### src/rtl/smbus_target_pkg.sv
// Shared types and bus constants for the SMBus/I2C target responder.
package smbus_target_pkg;

    typedef enum logic [3:0] {
        IDLE,
        ADDR,
        ADDR_ACK,
        WR_PTR,
        WR_DATA,
        WR_ACK,
        RD_DATA,
        RD_ACK,
        IGNORE
    } state_e;

    localparam logic I2C_ACK  = 1'b0;
    localparam logic I2C_NACK = 1'b1;

endpackage

### src/rtl/smbus_input_filter.sv
// Conditions one raw open-drain line: 2-flop synchronizer, glitch filter,
// and single-cycle rise/fall pulses derived from the filtered level.
module smbus_input_filter #(
    parameter int GLITCH_CYCLES = 3
) (
    input  logic clock,
    input  logic i_resetn,
    input  logic i_raw,
    output logic o_level,
    output logic o_rise,
    output logic o_fall
);

    localparam int CW = $clog2(GLITCH_CYCLES + 1);

    logic [1:0]    sync_q;
    logic          filt_q, filt_d;
    logic          prev_q;
    logic [CW-1:0] cnt_q, cnt_d;

    // The filtered level flips only once the synchronized input has differed
    // from it for GLITCH_CYCLES consecutive samples.
    always_comb begin
        cnt_d  = '0;
        filt_d = filt_q;
        if (sync_q[1] != filt_q) begin
            if (cnt_q == CW'(GLITCH_CYCLES - 1)) begin
                filt_d = sync_q[1];
            end else begin
                cnt_d = cnt_q + 1'b1;
            end
        end
    end

    always_ff @(posedge clock) begin
        if (!i_resetn) begin
            sync_q <= 2'b11;
            filt_q <= 1'b1;
            prev_q <= 1'b1;
            cnt_q  <= '0;
        end else begin
            sync_q <= {sync_q[0], i_raw};
            filt_q <= filt_d;
            prev_q <= filt_q;
            cnt_q  <= cnt_d;
        end
    end

    assign o_level = filt_q;
    assign o_rise  = filt_q & ~prev_q;
    assign o_fall  = ~filt_q & prev_q;

endmodule

### src/rtl/smbus_target_responder.sv
// SMBus/I2C target endpoint with a byte-register access port.
// Optional SCL-low timeout is built when SMBUS_TARGET_SCL_TIMEOUT_EN is defined.
module smbus_target_responder
    import smbus_target_pkg::*;
#(
    parameter logic [6:0] TARGET_ADDRESS = 7'h5A,
    parameter int         NUM_REGS       = 16,
    parameter int         GLITCH_CYCLES  = 3,
    parameter int         TIMEOUT_CYCLES = 3500000
) (
    input  logic                        clock,
    input  logic                        i_resetn,
    input  logic                        i_scl,
    input  logic                        i_sda,
    output logic                        o_sda_oe,
    output logic [$clog2(NUM_REGS)-1:0] o_reg_addr,
    input  logic [7:0]                  i_reg_rdata,
    output logic                        o_reg_wr,
    output logic [7:0]                  o_reg_wdata,
    output logic                        o_busy,
    output state_e                      o_state
);

    localparam int AW = $clog2(NUM_REGS);

    if (NUM_REGS < 2 || NUM_REGS > 256 || (NUM_REGS & (NUM_REGS - 1)) != 0 ||
        TIMEOUT_CYCLES < 1 || GLITCH_CYCLES < 1) begin : g_bad_param
        $error("smbus_target_responder: illegal parameter value");
    end

    logic scl_lvl, scl_rise, scl_fall;
    logic sda_lvl, sda_rise, sda_fall;

    smbus_input_filter #(.GLITCH_CYCLES(GLITCH_CYCLES)) u_scl_filter (
        .clock   (clock),
        .i_resetn(i_resetn),
        .i_raw   (i_scl),
        .o_level (scl_lvl),
        .o_rise  (scl_rise),
        .o_fall  (scl_fall)
    );

    smbus_input_filter #(.GLITCH_CYCLES(GLITCH_CYCLES)) u_sda_filter (
        .clock   (clock),
        .i_resetn(i_resetn),
        .i_raw   (i_sda),
        .o_level (sda_lvl),
        .o_rise  (sda_rise),
        .o_fall  (sda_fall)
    );

    logic start_det, stop_det, timeout;
    assign start_det = sda_fall & scl_lvl;
    assign stop_det  = sda_rise & scl_lvl;

    state_e        state_q, state_d;
    logic [3:0]    bit_cnt_q, bit_cnt_d;
    logic [7:0]    shift_q, shift_d;
    logic [7:0]    tx_q, tx_d;
    logic [AW-1:0] addr_q, addr_d;
    logic          sda_oe_q, sda_oe_d;
    logic          busy_q, busy_d;
    logic          wr_q, wr_d;
    logic [7:0]    wdata_q, wdata_d;
    logic          rw_q, rw_d;
    logic          mack_q, mack_d;

`ifdef SMBUS_TARGET_SCL_TIMEOUT_EN
    localparam int TW = $clog2(TIMEOUT_CYCLES + 1);
    logic [TW-1:0] to_cnt_q, to_cnt_d;

    always_comb begin
        to_cnt_d = '0;
        timeout  = 1'b0;
        if (!scl_lvl && busy_q) begin
            if (to_cnt_q == TW'(TIMEOUT_CYCLES - 1)) begin
                timeout = 1'b1;
            end else begin
                to_cnt_d = to_cnt_q + 1'b1;
            end
        end
    end

    always_ff @(posedge clock) begin
        if (!i_resetn) to_cnt_q <= '0;
        else           to_cnt_q <= to_cnt_d;
    end
`else
    assign timeout = 1'b0;
`endif

    always_comb begin
        state_d   = state_q;
        bit_cnt_d = bit_cnt_q;
        shift_d   = shift_q;
        tx_d      = tx_q;
        addr_d    = addr_q;
        sda_oe_d  = sda_oe_q;
        busy_d    = busy_q;
        wr_d      = 1'b0;
        wdata_d   = wdata_q;
        rw_d      = rw_q;
        mack_d    = mack_q;

        // Pointer advances the clock after the write strobe so the strobe
        // carries the address the byte was written to.
        if (wr_q) addr_d = addr_q + 1'b1;

        if (start_det) begin
            state_d   = ADDR;
            bit_cnt_d = '0;
            sda_oe_d  = 1'b0;
            busy_d    = 1'b1;
        end else if (stop_det || timeout) begin
            state_d  = IDLE;
            sda_oe_d = 1'b0;
            busy_d   = 1'b0;
        end else begin
            case (state_q)
                ADDR, WR_PTR, WR_DATA: begin
                    if (scl_rise && bit_cnt_q != 4'd8) begin
                        shift_d   = {shift_q[6:0], sda_lvl};
                        bit_cnt_d = bit_cnt_q + 1'b1;
                    end else if (scl_fall && bit_cnt_q == 4'd8) begin
                        bit_cnt_d = '0;
                        if (state_q == ADDR) begin
                            if (shift_q[7:1] == TARGET_ADDRESS) begin
                                state_d  = ADDR_ACK;
                                sda_oe_d = 1'b1;
                                rw_d     = shift_q[0];
                            end else begin
                                state_d = IGNORE;
                            end
                        end else if (state_q == WR_PTR) begin
                            addr_d   = shift_q[AW-1:0];
                            sda_oe_d = 1'b1;
                            state_d  = WR_ACK;
                        end else begin
                            wr_d     = 1'b1;
                            wdata_d  = shift_q;
                            sda_oe_d = 1'b1;
                            state_d  = WR_ACK;
                        end
                    end
                end
                ADDR_ACK: begin
                    if (scl_fall) begin
                        bit_cnt_d = '0;
                        if (rw_q) begin
                            state_d  = RD_DATA;
                            tx_d     = i_reg_rdata;
                            sda_oe_d = ~i_reg_rdata[7];
                        end else begin
                            state_d  = WR_PTR;
                            sda_oe_d = 1'b0;
                        end
                    end
                end
                WR_ACK: begin
                    if (scl_fall) begin
                        state_d   = WR_DATA;
                        sda_oe_d  = 1'b0;
                        bit_cnt_d = '0;
                    end
                end
                RD_DATA: begin
                    if (scl_rise && bit_cnt_q != 4'd8) begin
                        bit_cnt_d = bit_cnt_q + 1'b1;
                    end else if (scl_fall) begin
                        if (bit_cnt_q == 4'd8) begin
                            state_d  = RD_ACK;
                            sda_oe_d = 1'b0;
                        end else begin
                            tx_d     = {tx_q[6:0], 1'b1};
                            sda_oe_d = ~tx_q[6];
                        end
                    end
                end
                RD_ACK: begin
                    // Advancing on the ACK rising edge lets the next byte's
                    // read data settle before the falling edge captures it.
                    if (scl_rise) begin
                        mack_d = sda_lvl;
                        if (sda_lvl == I2C_ACK) addr_d = addr_q + 1'b1;
                    end else if (scl_fall) begin
                        bit_cnt_d = '0;
                        if (mack_q == I2C_ACK) begin
                            state_d  = RD_DATA;
                            tx_d     = i_reg_rdata;
                            sda_oe_d = ~i_reg_rdata[7];
                        end else begin
                            state_d  = IGNORE;
                            sda_oe_d = 1'b0;
                        end
                    end
                end
                default: ;
            endcase
        end
    end

    always_ff @(posedge clock) begin
        if (!i_resetn) begin
            state_q   <= IDLE;
            bit_cnt_q <= '0;
            shift_q   <= '0;
            tx_q      <= '0;
            addr_q    <= '0;
            sda_oe_q  <= 1'b0;
            busy_q    <= 1'b0;
            wr_q      <= 1'b0;
            wdata_q   <= '0;
            rw_q      <= 1'b0;
            mack_q    <= I2C_NACK;
        end else begin
            state_q   <= state_d;
            bit_cnt_q <= bit_cnt_d;
            shift_q   <= shift_d;
            tx_q      <= tx_d;
            addr_q    <= addr_d;
            sda_oe_q  <= sda_oe_d;
            busy_q    <= busy_d;
            wr_q      <= wr_d;
            wdata_q   <= wdata_d;
            rw_q      <= rw_d;
            mack_q    <= mack_d;
        end
    end

    // Gated by reset so a transfer in flight lets go of SDA without waiting a clock.
    assign o_sda_oe    = sda_oe_q & i_resetn;
    assign o_reg_addr  = addr_q;
    assign o_reg_wr    = wr_q;
    assign o_reg_wdata = wdata_q;
    assign o_busy      = busy_q;
    assign o_state     = state_q;

endmodule

### config.mk
export PLATFORM = sky130hd
export DESIGN_NAME = smbus_target_responder
export DESIGN_NICKNAME = d
export VERILOG_FILES = /design/src/rtl/smbus_target_pkg.sv /design/src/rtl/smbus_input_filter.sv /design/src/rtl/smbus_target_responder.sv
export SDC_FILE = /design/constraint.sdc
export NUM_CORES = 1
export LEC_CHECK = 0
export BUFFER_PORTS_ARGS = -buffer_cell sky130_fd_sc_hd__clkbuf_2
export CORE_MARGIN = 5
export CORE_UTILIZATION = 52
export CTS_CLUSTER_DIAMETER = 200
export DETAILED_ROUTE_END_ITERATION = 16
export PLACE_DENSITY_LB_ADDON = 0.08
export SLEW_MARGIN = 10
export SYNTH_ARGS = -nofsm -noshare
export SYNTH_HDL_FRONTEND = slang
export SYNTH_SLANG_ARGS = --single-unit
### constraint.sdc
create_clock -name clock -period 1.7 [get_ports clock]
set_input_delay 0.425 -clock clock [delete_from_list [all_inputs] [get_ports clock]]
set_output_delay 0.425 -clock clock [all_outputs]
set_load 0.01 [all_outputs]
# After elaboration in Yosys (flattened, before gate mapping)
# Index checks and enable logic that the tools add are counted.
# totals
input_bits	12
wordCells	168
reg_bits	52
output_inout_bits	19
# op_classes
n_mux	58
reduce_logical	25
bitwise	23
n_eq_ne	38
add_sub_neg	4
# ops
cell	count
$mux 4	26
$mux 7	8
$ne 4x4->1 const B	10
$reduce_and 10->1	3
$ne 2x2->1 const B	13
$pmux 7 s3	1
$pmux 4 s5	1
$mux 1	18
$eq 4x3->1 const B	4
$not 1->1	16
$pmux 4 s4	1
$reduce_and 7->1	2
$reduce_or 3->1	4
$reduce_and 11->1	1
$add 4x1->4 const B	2
$eq 4x2->1 const B	2
$pmux 4 s2	1
$reduce_and 4->1	2
$and 1x1->1	7
$eq 7x7->1 const B	1
$reduce_bool 7->1	1
$reduce_or 7->1	1
$ne 3x3->1 const B	2
$pmux 1 s5	1
14 further kinds	20

# Logic depth before layout (Yosys ltp)
# Gate-level depths: netlist of run 1.
# depth
word_depth	9
ltp_mapped	9
mapped_depth_nobuf	7

# By module
# A second synthesis of run 1 with hierarchy kept.
# hier_totals
hier_cells	285
area_unflattened_um2	2637.5
# by_module_without_submodules
mod	n_inst	cells_per_inst	area_per_inst_um2	seq_area_each_um2
smbus_target_responder	1	249	2219.6	800.8
smbus_input_filter	2	18	209.0	120.1

# Worst setup path before layout of run 1
# OpenSTA, ideal clock, no wires.
# synth_timing
path_type	register to register
startpoint	register bit_cnt_q[0]
endpoint	register wdata_q[0], in the netlist o_reg_wdata[0]
path_stages_with_launch	10
period_less_slack_ns	1.735
slack_ns	-0.035
setup_time_ns	0.116
t_arrival_ns	1.619
t_required_ns	1.584
n_path_buf	2
cell_sequence	dfxtp_1 inv_1 ha_1 and3b_1 buf_4 nand2_1 or4_1 buf_4 mux2i_1 nor2b_1
# synth_between
elab_chain_cells	4
word_cells_on_any_way	6
classes_between	eq/ne (2); bitwise (1); reduce/logical (3)
# synth_lines
element	line	rtl
start, declared	smbus_target_responder.sv:57	logic [3:0] bit_cnt_q, bit_cnt_d;
start signal, assigned	smbus_target_responder.sv:217	bit_cnt_q <= bit_cnt_d;
$ne 4x4->1	smbus_target_responder.sv:121	if (scl_rise && bit_cnt_q != 4'd8) begin
$logic_and 1x1->1	smbus_target_responder.sv:121	
$not 1->1 (no line)	-	
$reduce_and 7->1 (no line) *	-	
end signal, assigned	smbus_target_responder.sv:224	wdata_q <= wdata_d;
end, declared	smbus_target_responder.sv:64	logic [7:0] wdata_q, wdata_d;
# Mark *: on every way between the ends. The rest lies on a longest branch, timed or not.
# A chain may end at the register's enable or synchronous reset.

# Final worst setup path of run 1
# layout_timing
startpoint	register bit_cnt_q[1]
endpoint	register bit_cnt_q[2]
# layout_between
elab_chain_cells	4
word_cells_on_any_way	11
classes_between	add/sub (1); eq/ne (4); mux (3); reduce/logical (3)
# layout_lines
element
parallel branches: the longest is 4 deep, another holds $add 4x1->4
# Several ways; the timed one is not identified. The select of a mux whose other input is x is not followed.

==> flow_metrics.tcl, run 1 <==
set metrics [dict create \
    clock_latency_ns 0.31 \
    setup_viol 12 \
    clock_skew_ns 0.008570 \
    synth_edf_count 0 \
    slowest_delay_ns 0.36 \
    drive_above_1_share_pct 32.68 \
    grt_util_met2_pct 29.48 \
    path_delay_family "compound AO/OA/AOI/OAI gates" \
    synthesis.nets 299 \
    drtPass1Iterations 4 \
    initial_core_util_pct 52.75 \
    path_clk_slew_ns 0.09 \
    use_met3_pct 3.769 \
    holdCritPathClass "input pin to register" \
    grt_use_total_pct 19.02 \
    ys_seq_elements 52 \
    post_drt_wl_per_cell_um 13.84 \
    tns_ns -0.3801 \
    yosysUniqueCellTypes 58 \
    cp.required_ns 1.89 \
    tightest_slew_ns 0.6925 \
    crit_top_cell "buf_4" \
    grt_pass1_wl_mm 9.791 \
    min_period_over_period_pct 103.8 \
    final_antenna_net_count 0 \
    pin_count 31 \
    vias 2308 \
    grt.busiest_layer "met2" \
    dp_hpwl_mm 4.293 \
    synth_ff_type "dfxtp_1" \
    rsz0062_at_grt "yes" \
    drt_iter0_drc 165 \
    slew_headroom_pct 53.23 \
    grt_overflow 0 \
    clock_path_buffers 2 \
    critPathBufInv 3 \
    ir_drop_mv 0.6366 \
    maxCapViolCount 0 \
    synth.avg_cell_area_um2 9.371 \
    async_flop_share_pct 0 \
    p_leak_nw 1.510 \
    ctsHoldBuffers 0 \
    die_h_um 81.29 \
    hold_viol_final 0 \
    grt_pass1_vias 2166 \
    drc 0 \
    routed_wl_mm 5.883 \
    yosys_warnings 0 \
    area_growth_pct 27.23 \
    final_cell_mix "dfxtp_1 (49), buf_4 (45), clkbuf_2 (30)" \
    period_needed_ns 1.764 \
    die-area_um2 6607 \
    pwr_density_cell_nw_per_um2 606.4 \
    cts_buffers 5 \
    postSynthCellCount 282 \
    cts_tree "yes" \
    vias_per_cell 5.431 \
    num-nets-final 371 \
    p_total_mw 2.039 \
    critical_path.max_fanout 4 \
    violations "negative setup slack" \
    max_clock_freq_ghz 0.5669 \
    grt_max_degree 17 \
    cts_max_level 2 \
    dieWidth_um 81.29 \
    slowest_stage "dfxtp_1" \
    critical_path_class "register to register" \
    dpl_cell_area_um2 3201 \
    coreArea_um2 5010 \
    end_kind "register" \
    cts-root-buf "clkbuf_8" \
    critPathLaunchType "register" \
    final_area_um2 3362 \
    crit_chain "inv_2 > ha_4 > and3b_2 > buf_4 > nor2_2 > buf_4 > a21oi_2 > o31ai_1 > a21oi_1" \
    slew_violations 0 \
    yosysSeqAreaShare_pct 39.39 \
    grt_use_met1_pct 26.23 \
    gp_congestion 0.8469 \
    port_buffers 30 \
    layout_commonest_cell "dfxtp_1" \
    row_count 26 \
    synth_area_um2 2643 \
    antenna_found_initial 0 \
    outcome "finished, violations left" \
    place_ws_ns -0.05861 \
    crit_arrival_ns 1.95 \
    diodes 0 \
    fin_ws_ns -0.06400 \
    numClockSinks 52 \
]
[final cells by class]
| class | count | area, um2 |
|---|---|---|
| fill | 460 | 1648 |
| multi-input combinational | 205 | 1534 |
| sequential | 52 | 1045 |
| timing repair buffer | 80 | 561.8 |
| tap | 70 | 87.58 |
| clock buffer | 6 | 82.58 |
| inverter | 10 | 37.54 |
| clock inverter | 2 | 13.76 |
[flip-flops by register name, indices dropped and copies added, names as in the netlist, 2 cells and up]
register and cells:
bit_cnt_q 4, o_reg_addr 4, u_scl_filter.cnt_q 2, u_scl_filter.sync_q 2, u_sda_filter.cnt_q 2, o_state 4
tx_q 7, shift_q 8, u_sda_filter.sync_q 2, o_reg_wdata 8
[report_power, final]
| part | switching [mW] | leakage (nW) | internal (mW) |
|---|---|---|---|
| logic | 0.0311 | 1.04 | 0.0318 |
| clock network | 0.416 | 0.0516 | 0.334 |
| registers | 0.00244 | 0.422 | 1.22 |
[layer usage]
layer | routed length (um) | vias to the layer above
li1 | - | 1165
met5 | 0 | -
met2 | 2757 | 48
met1 | 2792 | 1083
met4 | 104 | 0
met3 | 229 | 12
[worst register-to-register path: stages, from the launching register on]
cell and delay [ns]:
dfxtp_1 0.36, inv_2 0.06, ha_4 0.15, and3b_2 0.25, buf_4 0.15, nor2_2 0.12
buf_4 0.14, a21oi_2 0.05, o31ai_1 0.27, a21oi_1 0.10
[Yosys cell counts, types with 2 or more instances]
cell | n | area share (%)
a211oi_1 | 3 | 0.85
a21oi_1 | 11 | 2.1
a22oi_1 | 3 | 0.85
a2bb2oi_1 | 2 | 0.66
a31oi_1 | 2 | 0.47
and2_1 | 2 | 0.47
buf_2 | 5 | 0.95
buf_4 | 4 | 1.1
clkbuf_1 | 5 | 0.71
dfxtp_1 | 52 | 39
ha_1 | 5 | 2.4
inv_1 | 10 | 1.4
mux2i_1 | 27 | 10
nand2_1 | 22 | 3.1
nand2b_1 | 10 | 2.4
nand3_1 | 6 | 1.1
nand3b_1 | 3 | 0.85
nand4_1 | 7 | 1.7
nand4b_1 | 2 | 0.66
nor2_1 | 14 | 2.0
nor2b_1 | 21 | 5.0
nor3b_1 | 2 | 0.57
nor4_1 | 2 | 0.47
nor4_2 | 2 | 0.95
o211a_1 | 7 | 2.7
o211ai_1 | 2 | 0.57
o21ai_0 | 10 | 1.9
o21ai_1 | 2 | 0.38
o22ai_1 | 2 | 0.47
o31ai_1 | 2 | 0.57
or3_1 | 3 | 0.71
xnor2_1 | 2 | 0.66
xor2_1 | 5 | 1.7
[worst paths after layout]
kind	endpoint	cells after the start	start	slack, ns
worst max-delay path	bit_cnt_q[2]$_SDFFE_PP0P_	9	bit_cnt_q[1]$_SDFFE_PP0P_	-0.06
worst min-delay path	u_scl_filter.sync_q[0]$_SDFF_PN1_	2	i_scl	0.30
worst max register to register	bit_cnt_q[2]$_SDFFE_PP0P_	9	bit_cnt_q[1]$_SDFFE_PP0P_	-0.06
worst min register to register	u_scl_filter.sync_q[1]$_SDFF_PN1_	1	u_scl_filter.sync_q[0]$_SDFF_PN1_	0.41
[per-stage QoR]
step | cells | utilization, % | hold WS (ns)
finish | 425 | 67.11 | 0.2970
global route | 425 | 67.11 | 0.3195
CTS | 425 | 66.53 | 0.2845
detailed placement | 415 | 63.89 | 0.3980
global placement | 415 | 63.89 | 0.3948
floorplan | 282 | - | 0.3863
[repair_timing]
| item | in CTS | in global routing |
|---|---|---|
| buffers inserted | 1 | 0 |
| resized for setup | 10 | 7 |
| cloned | 1 | 0 |
| endpoints found under the hold margin | 0 | 0 |
| pin swaps | 1 | 2 |
| endpoints found under the setup margin | 21 | 34 |
[cells by family after synthesis]
group           count (synthesis)  share of synthesized area [%]
simple gates                  106                          24.48
compound gates                 60                          16.57
flops                          52                          39.39
mux                            27                          10.23
buf+inv                        25                          4.640
xor+xnor                        7                          2.320
fa+ha+maj                       5                          2.367
No activity file was read; power rests on OpenSTA's default activity.
==> inputs of run 2 (changes only) <==
--- a/config.mk
+++ b/config.mk
@@ -10,7 +10,7 @@
 export CORE_UTILIZATION = 52
 export CTS_CLUSTER_DIAMETER = 200
 export DETAILED_ROUTE_END_ITERATION = 16
-export PLACE_DENSITY_LB_ADDON = 0.08
+export PLACE_DENSITY = 0.86
 export SLEW_MARGIN = 10
 export SYNTH_ARGS = -nofsm -noshare
 export SYNTH_HDL_FRONTEND = slang
==> flow_metrics.tcl, run 2 (synthesis results as in run 1) <==
set metrics [dict create \
    layout_commonest_cell "dfxtp_1" \
    antenna_found_initial 0 \
    holdCritPathClass "input pin to register" \
    period_needed_ns 1.813 \
    initial_core_util_pct 52.75 \
    row_count 26 \
    drtPass1Iterations 6 \
    fin_ws_ns -0.1128 \
    cts_tree "yes" \
    grt_overflow 0 \
    post_drt_wl_per_cell_um 17.49 \
    whs_ns 0.2910 \
    ir_drop_mv 0.4873 \
    slowest_stage "or4_4" \
    dpl_cell_area_um2 3131 \
    cts-root-buf "clkbuf_8" \
    maxCapViolCount 0 \
    cp.required_ns 1.90 \
    pin_count 31 \
    rsz0062_at_grt "yes" \
    crit_arrival_ns 2.01 \
    dp_hpwl_mm 4.330 \
    min_period_over_period_pct 106.6 \
    fillCellCount 373 \
    crit_chain "inv_2 > ha_4 > and3b_2 > nand2_1 > or4_4 > buf_6 > mux2i_1 > nor2b_1" \
    tns_ns -1.157 \
    end_kind "register" \
    max_clock_freq_ghz 0.5516 \
    final_cell_mix "dfxtp_1 (45), buf_4 (35), clkbuf_2 (30)" \
    clock_path_buffers 2 \
    setup_viol 18 \
    final_antenna_net_count 0 \
    outcome "finished, violations left" \
    hold_viol_final 0 \
    dieWidth_um 81.29 \
    p_leak_nw 1.493 \
    regArea_um2 1052 \
    die_h_um 81.29 \
    slew_violations 0 \
    critical_path_class "register to register" \
    grt_pass1_vias 2302 \
    clock_latency_ns 0.30 \
    drc 0 \
    port_buffers 30 \
    area_growth_pct 29.88 \
    drt_iter0_drc 248 \
    slowest_delay_ns 0.43 \
    drive_above_1_share_pct 35.16 \
    critical_path.max_fanout 5 \
    vias 2496 \
    grt_max_degree 22 \
    cts_max_level 2 \
    slew_headroom_pct 60.72 \
    tightest_slew_ns 0.5843 \
    routed_wl_mm 7.292 \
    violations "negative setup slack" \
    grt_use_total_pct 21.33 \
    gp_congestion 1.023 \
    vias_per_cell 5.986 \
    diodes 0 \
    clock_skew_ns 0.005995 \
    grt_pass1_wl_mm 11.03 \
    pwr_density_cell_nw_per_um2 618.3 \
    final_area_um2 3432 \
    critPathLaunchType "register" \
    numClockSinks 52 \
    coreArea_um2 5010 \
    multi_input_area_um2 1625 \
    cts_buffers 5 \
    path_clk_slew_ns 0.09 \
    die-area_um2 6607 \
    num-nets-final 363 \
]
run 2: cell types whose count changed in the layout (fill, tap and decap cells not counted), sizes merged:
cell / before / now
buf: 50 / 42
bufinv: 0 / 1
clkbuf: 36 / 35
clkinvlp: 0 / 1
inv: 11 / 10
run 2: path summary, 6_finish.rpt:
| check | to | startpoint | slack, ns | depth (start not counted) |
|---|---|---|---|---|
| setup / recovery | o_reg_wdata[4]$_SDFFE_PN0P_ | bit_cnt_q[0]$_SDFFE_PP0P_ | -0.11 | 8 |
| hold / removal | u_scl_filter.sync_q[0]$_SDFF_PN1_ | i_scl | 0.29 | 2 |
| hold reg to reg | u_scl_filter.sync_q[1]$_SDFF_PN1_ | u_scl_filter.sync_q[0]$_SDFF_PN1_ | 0.41 | 1 |
| setup reg to reg | o_reg_wdata[4]$_SDFFE_PN0P_ | bit_cnt_q[0]$_SDFFE_PP0P_ | -0.11 | 8 |
run 2: area by class of cell:
| type | instances | area share (%) |
|---|---|---|
| Clock buffer | 5 | 2.005 |
| Clock inverter | 3 | 1.240 |
| Inverter | 10 | 1.094 |
| Multi-Input combinational cell | 205 | 47.36 |
| Sequential cell | 52 | 30.66 |
| Tap cell | 70 | 2.552 |
| Timing Repair Buffer | 72 | 15.09 |
run 2: power by group:
| part | switching, mW | total (mW) | internal [mW] |
|---|---|---|---|
| combinational | 0.0319 | 0.0621 | 0.0301 |
| sequential | 0.00270 | 1.22 | 1.22 |
| clock | 0.400 | 0.836 | 0.436 |
| total | 0.435 | 2.12 | 1.69 |
run 2: repair_timing:
action | 4_1_cts | 5_1_grt
endpoints found under the setup margin | 20 | 37
pin swaps | 0 | 4
resized for setup | 12 | 26
gates cloned | 1 | 0
hold buffers | 0 | 0
setup buffers | 2 | 2
run 2: routing by layer:
layer  global-route usage (%)  up-vias  share of wire, %
li1                         -     1147                 -
met1                    27.43     1185                42
met2                    34.61      116                47
met3                    3.548       48               5.5
met4                    10.14        0               5.4
met5                        0        -                 0
run 2: metrics by stage:
stage               total power, mW  util, %  setup slack (ns)  instances
floorplan                     1.288        -          0.004369        282
global placement              1.313    62.49         -0.008114        404
detailed placement            1.315    62.49          -0.05540        404
CTS                           2.132    66.01          -0.01612        415
global route                  2.195    68.51           -0.1802        417
finish                        2.122    68.51           -0.1128        417
run 2: critical path: cells and delay by family, from the launching register on:
kind / cells / cell delay, ns
buffers and inverters: 2 / 0.23
muxes: 1 / 0.18
and+or+nand+nor: 4 / 0.79
DFF: 1 / 0.34
adders and majority gates: 1 / 0.15
==> inputs of run 3 (changes only) <==
--- a/config.mk
+++ b/config.mk
@@ -7,10 +7,10 @@
 export LEC_CHECK = 0
 export BUFFER_PORTS_ARGS = -buffer_cell sky130_fd_sc_hd__clkbuf_2
 export CORE_MARGIN = 5
-export CORE_UTILIZATION = 52
+export CORE_UTILIZATION = 50
 export CTS_CLUSTER_DIAMETER = 200
 export DETAILED_ROUTE_END_ITERATION = 16
-export PLACE_DENSITY = 0.86
+export PLACE_DENSITY = 0.84
 export SLEW_MARGIN = 10
 export SYNTH_ARGS = -nofsm -noshare
 export SYNTH_HDL_FRONTEND = slang
==> flow_metrics.tcl, run 3 (synthesis results as in run 1) <==
set metrics [dict create \
    path_clk_slew_ns 0.10 \
    gp_congestion 0.9980 \
    die-area_um2 6839 \
    row_count 26 \
    place_ws_ns -0.07365 \
    rsz0062_at_grt "yes" \
    slew_violations 0 \
    startpoint "bit_cnt_q[0]$_SDFFE_PP0P_" \
    fin_ws_ns -0.1708 \
    dp_cells 400 \
    diodes 0 \
    final_cell_mix "dfxtp_1 (46), buf_4 (35), clkbuf_2 (30)" \
    grt_max_degree 19 \
    crit_arrival_ns 2.08 \
    min_period_over_period_pct 110.0 \
    port_buffers 30 \
    dp_hpwl_mm 4.377 \
    area_growth_pct 26.23 \
    p_leak_nw 1.465 \
    hold_path_startpoint "i_sda" \
    drtPass1Iterations 5 \
    maxCapViolCount 0 \
    critical_path_class "register to register" \
    setup_viol 26 \
    cts_max_level 2 \
    violations "negative setup slack" \
    final_antenna_net_count 0 \
    drt_iter0_drc 327 \
    rr_startpoint "bit_cnt_q[0]$_SDFFE_PP0P_" \
    grt_overflow 0 \
    final_cells 416 \
    holdCritPathClass "input pin to register" \
    pin_count 31 \
    tightest_slew_ns 0.6454 \
    dieWidth_um 82.70 \
    routed_wl_mm 7.054 \
    clock_skew_ns 0.01055 \
    pwr_density_cell_nw_per_um2 648.0 \
    drive_above_1_share_pct 32.95 \
    num-nets-final 362 \
    initial_core_util_pct 51.74 \
    coreArea_um2 5107 \
    vias_per_cell 5.962 \
    outcome "finished, violations left" \
    hold_viol_final 0 \
    ctsHoldBuffers 0 \
    cts_buffers 5 \
    cts-root-buf "clkbuf_8" \
    end_kind "register" \
    die_h_um 82.70 \
    critPathLaunchType "register" \
    grt_use_total_pct 21.00 \
    clock_latency_ns 0.32 \
    drc 0 \
    ir_drop_mv 0.6384 \
    grt_pass1_vias 2356 \
    layout_commonest_cell "dfxtp_1" \
    critical_path.max_fanout 5 \
    period_needed_ns 1.871 \
    tns_ns -1.091 \
    antenna_found_initial 0 \
    whs_ns 0.2908 \
    clock_path_buffers 2 \
    slew_headroom_pct 56.71 \
    vias 2480 \
    final_area_um2 3336 \
    cts_tree "yes" \
    numClockSinks 52 \
    max_clock_freq_ghz 0.5345 \
    grt_pass1_wl_mm 10.98 \
    dpl_cell_area_um2 3063 \
    post_drt_wl_per_cell_um 16.96 \
    cp.required_ns 1.91 \
]
[run 3: final cells by class]
cell class              count  area, um2
well taps                  70      87.58
clock inverters             3      46.29
flip-flops and latches     52       1049
inverters                  10      37.54
clock buffers               5      68.82
multi-input cells         205       1564
repair buffers             71      483.0
fillers                   386       1772
[run 3: metrics by stage]
stage,util [%],total power [mW]
detailed placement,59.97,1.316
global route,65.31,2.243
floorplan,-,1.288
global placement,59.97,1.314
finish,65.31,2.162
CTS,64.06,2.178
[run 3: timing repair]
| action | CTS | global route |
|---|---|---|
| setup endpoints to repair | 28 | 36 |
| setup buffers | 2 | 4 |
| gates cloned | 2 | 0 |
| resized for setup | 19 | 11 |
| pin swaps | 1 | 6 |
[run 3: worst paths after layout]
check / endpoint / slack [ns] / cells past startpoint
worst max-delay path: o_reg_wdata[1]$_SDFFE_PN0P_ / -0.17 / 8
worst min-delay path: u_sda_filter.sync_q[0]$_SDFF_PN1_ / 0.29 / 2
worst max register to register: o_reg_wdata[1]$_SDFFE_PN0P_ / -0.17 / 8
worst min register to register: u_scl_filter.cnt_q[0]$_SDFF_PP0_ / 0.41 / 1
[run 3: metal layers]
layer  vias up  GRT usage [%]  part of all wire [%]
met5         -              0                     0
met4         0          10.46                   4.1
met3        31          4.230                   7.4
met2       138          35.42                    48
met1      1166          25.28                    40
li1       1145              -                     -
[run 3: power by group]
| group | switching (mW) | internal [mW] |
|---|---|---|
| Sequential | 0.00274 | 1.22 |
| Combinational | 0.0325 | 0.0302 |
| Clock | 0.429 | 0.444 |
| Total | 0.465 | 1.70 |
[run 3: critical path, stage by stage (launching register included)]
cell and delay [ns]:
dfxtp_2 0.34, inv_2 0.07, ha_4 0.14, and3b_2 0.22, nand2_2 0.06, or4_4 0.45
buf_6 0.17, mux2i_1 0.25, nor2b_1 0.07
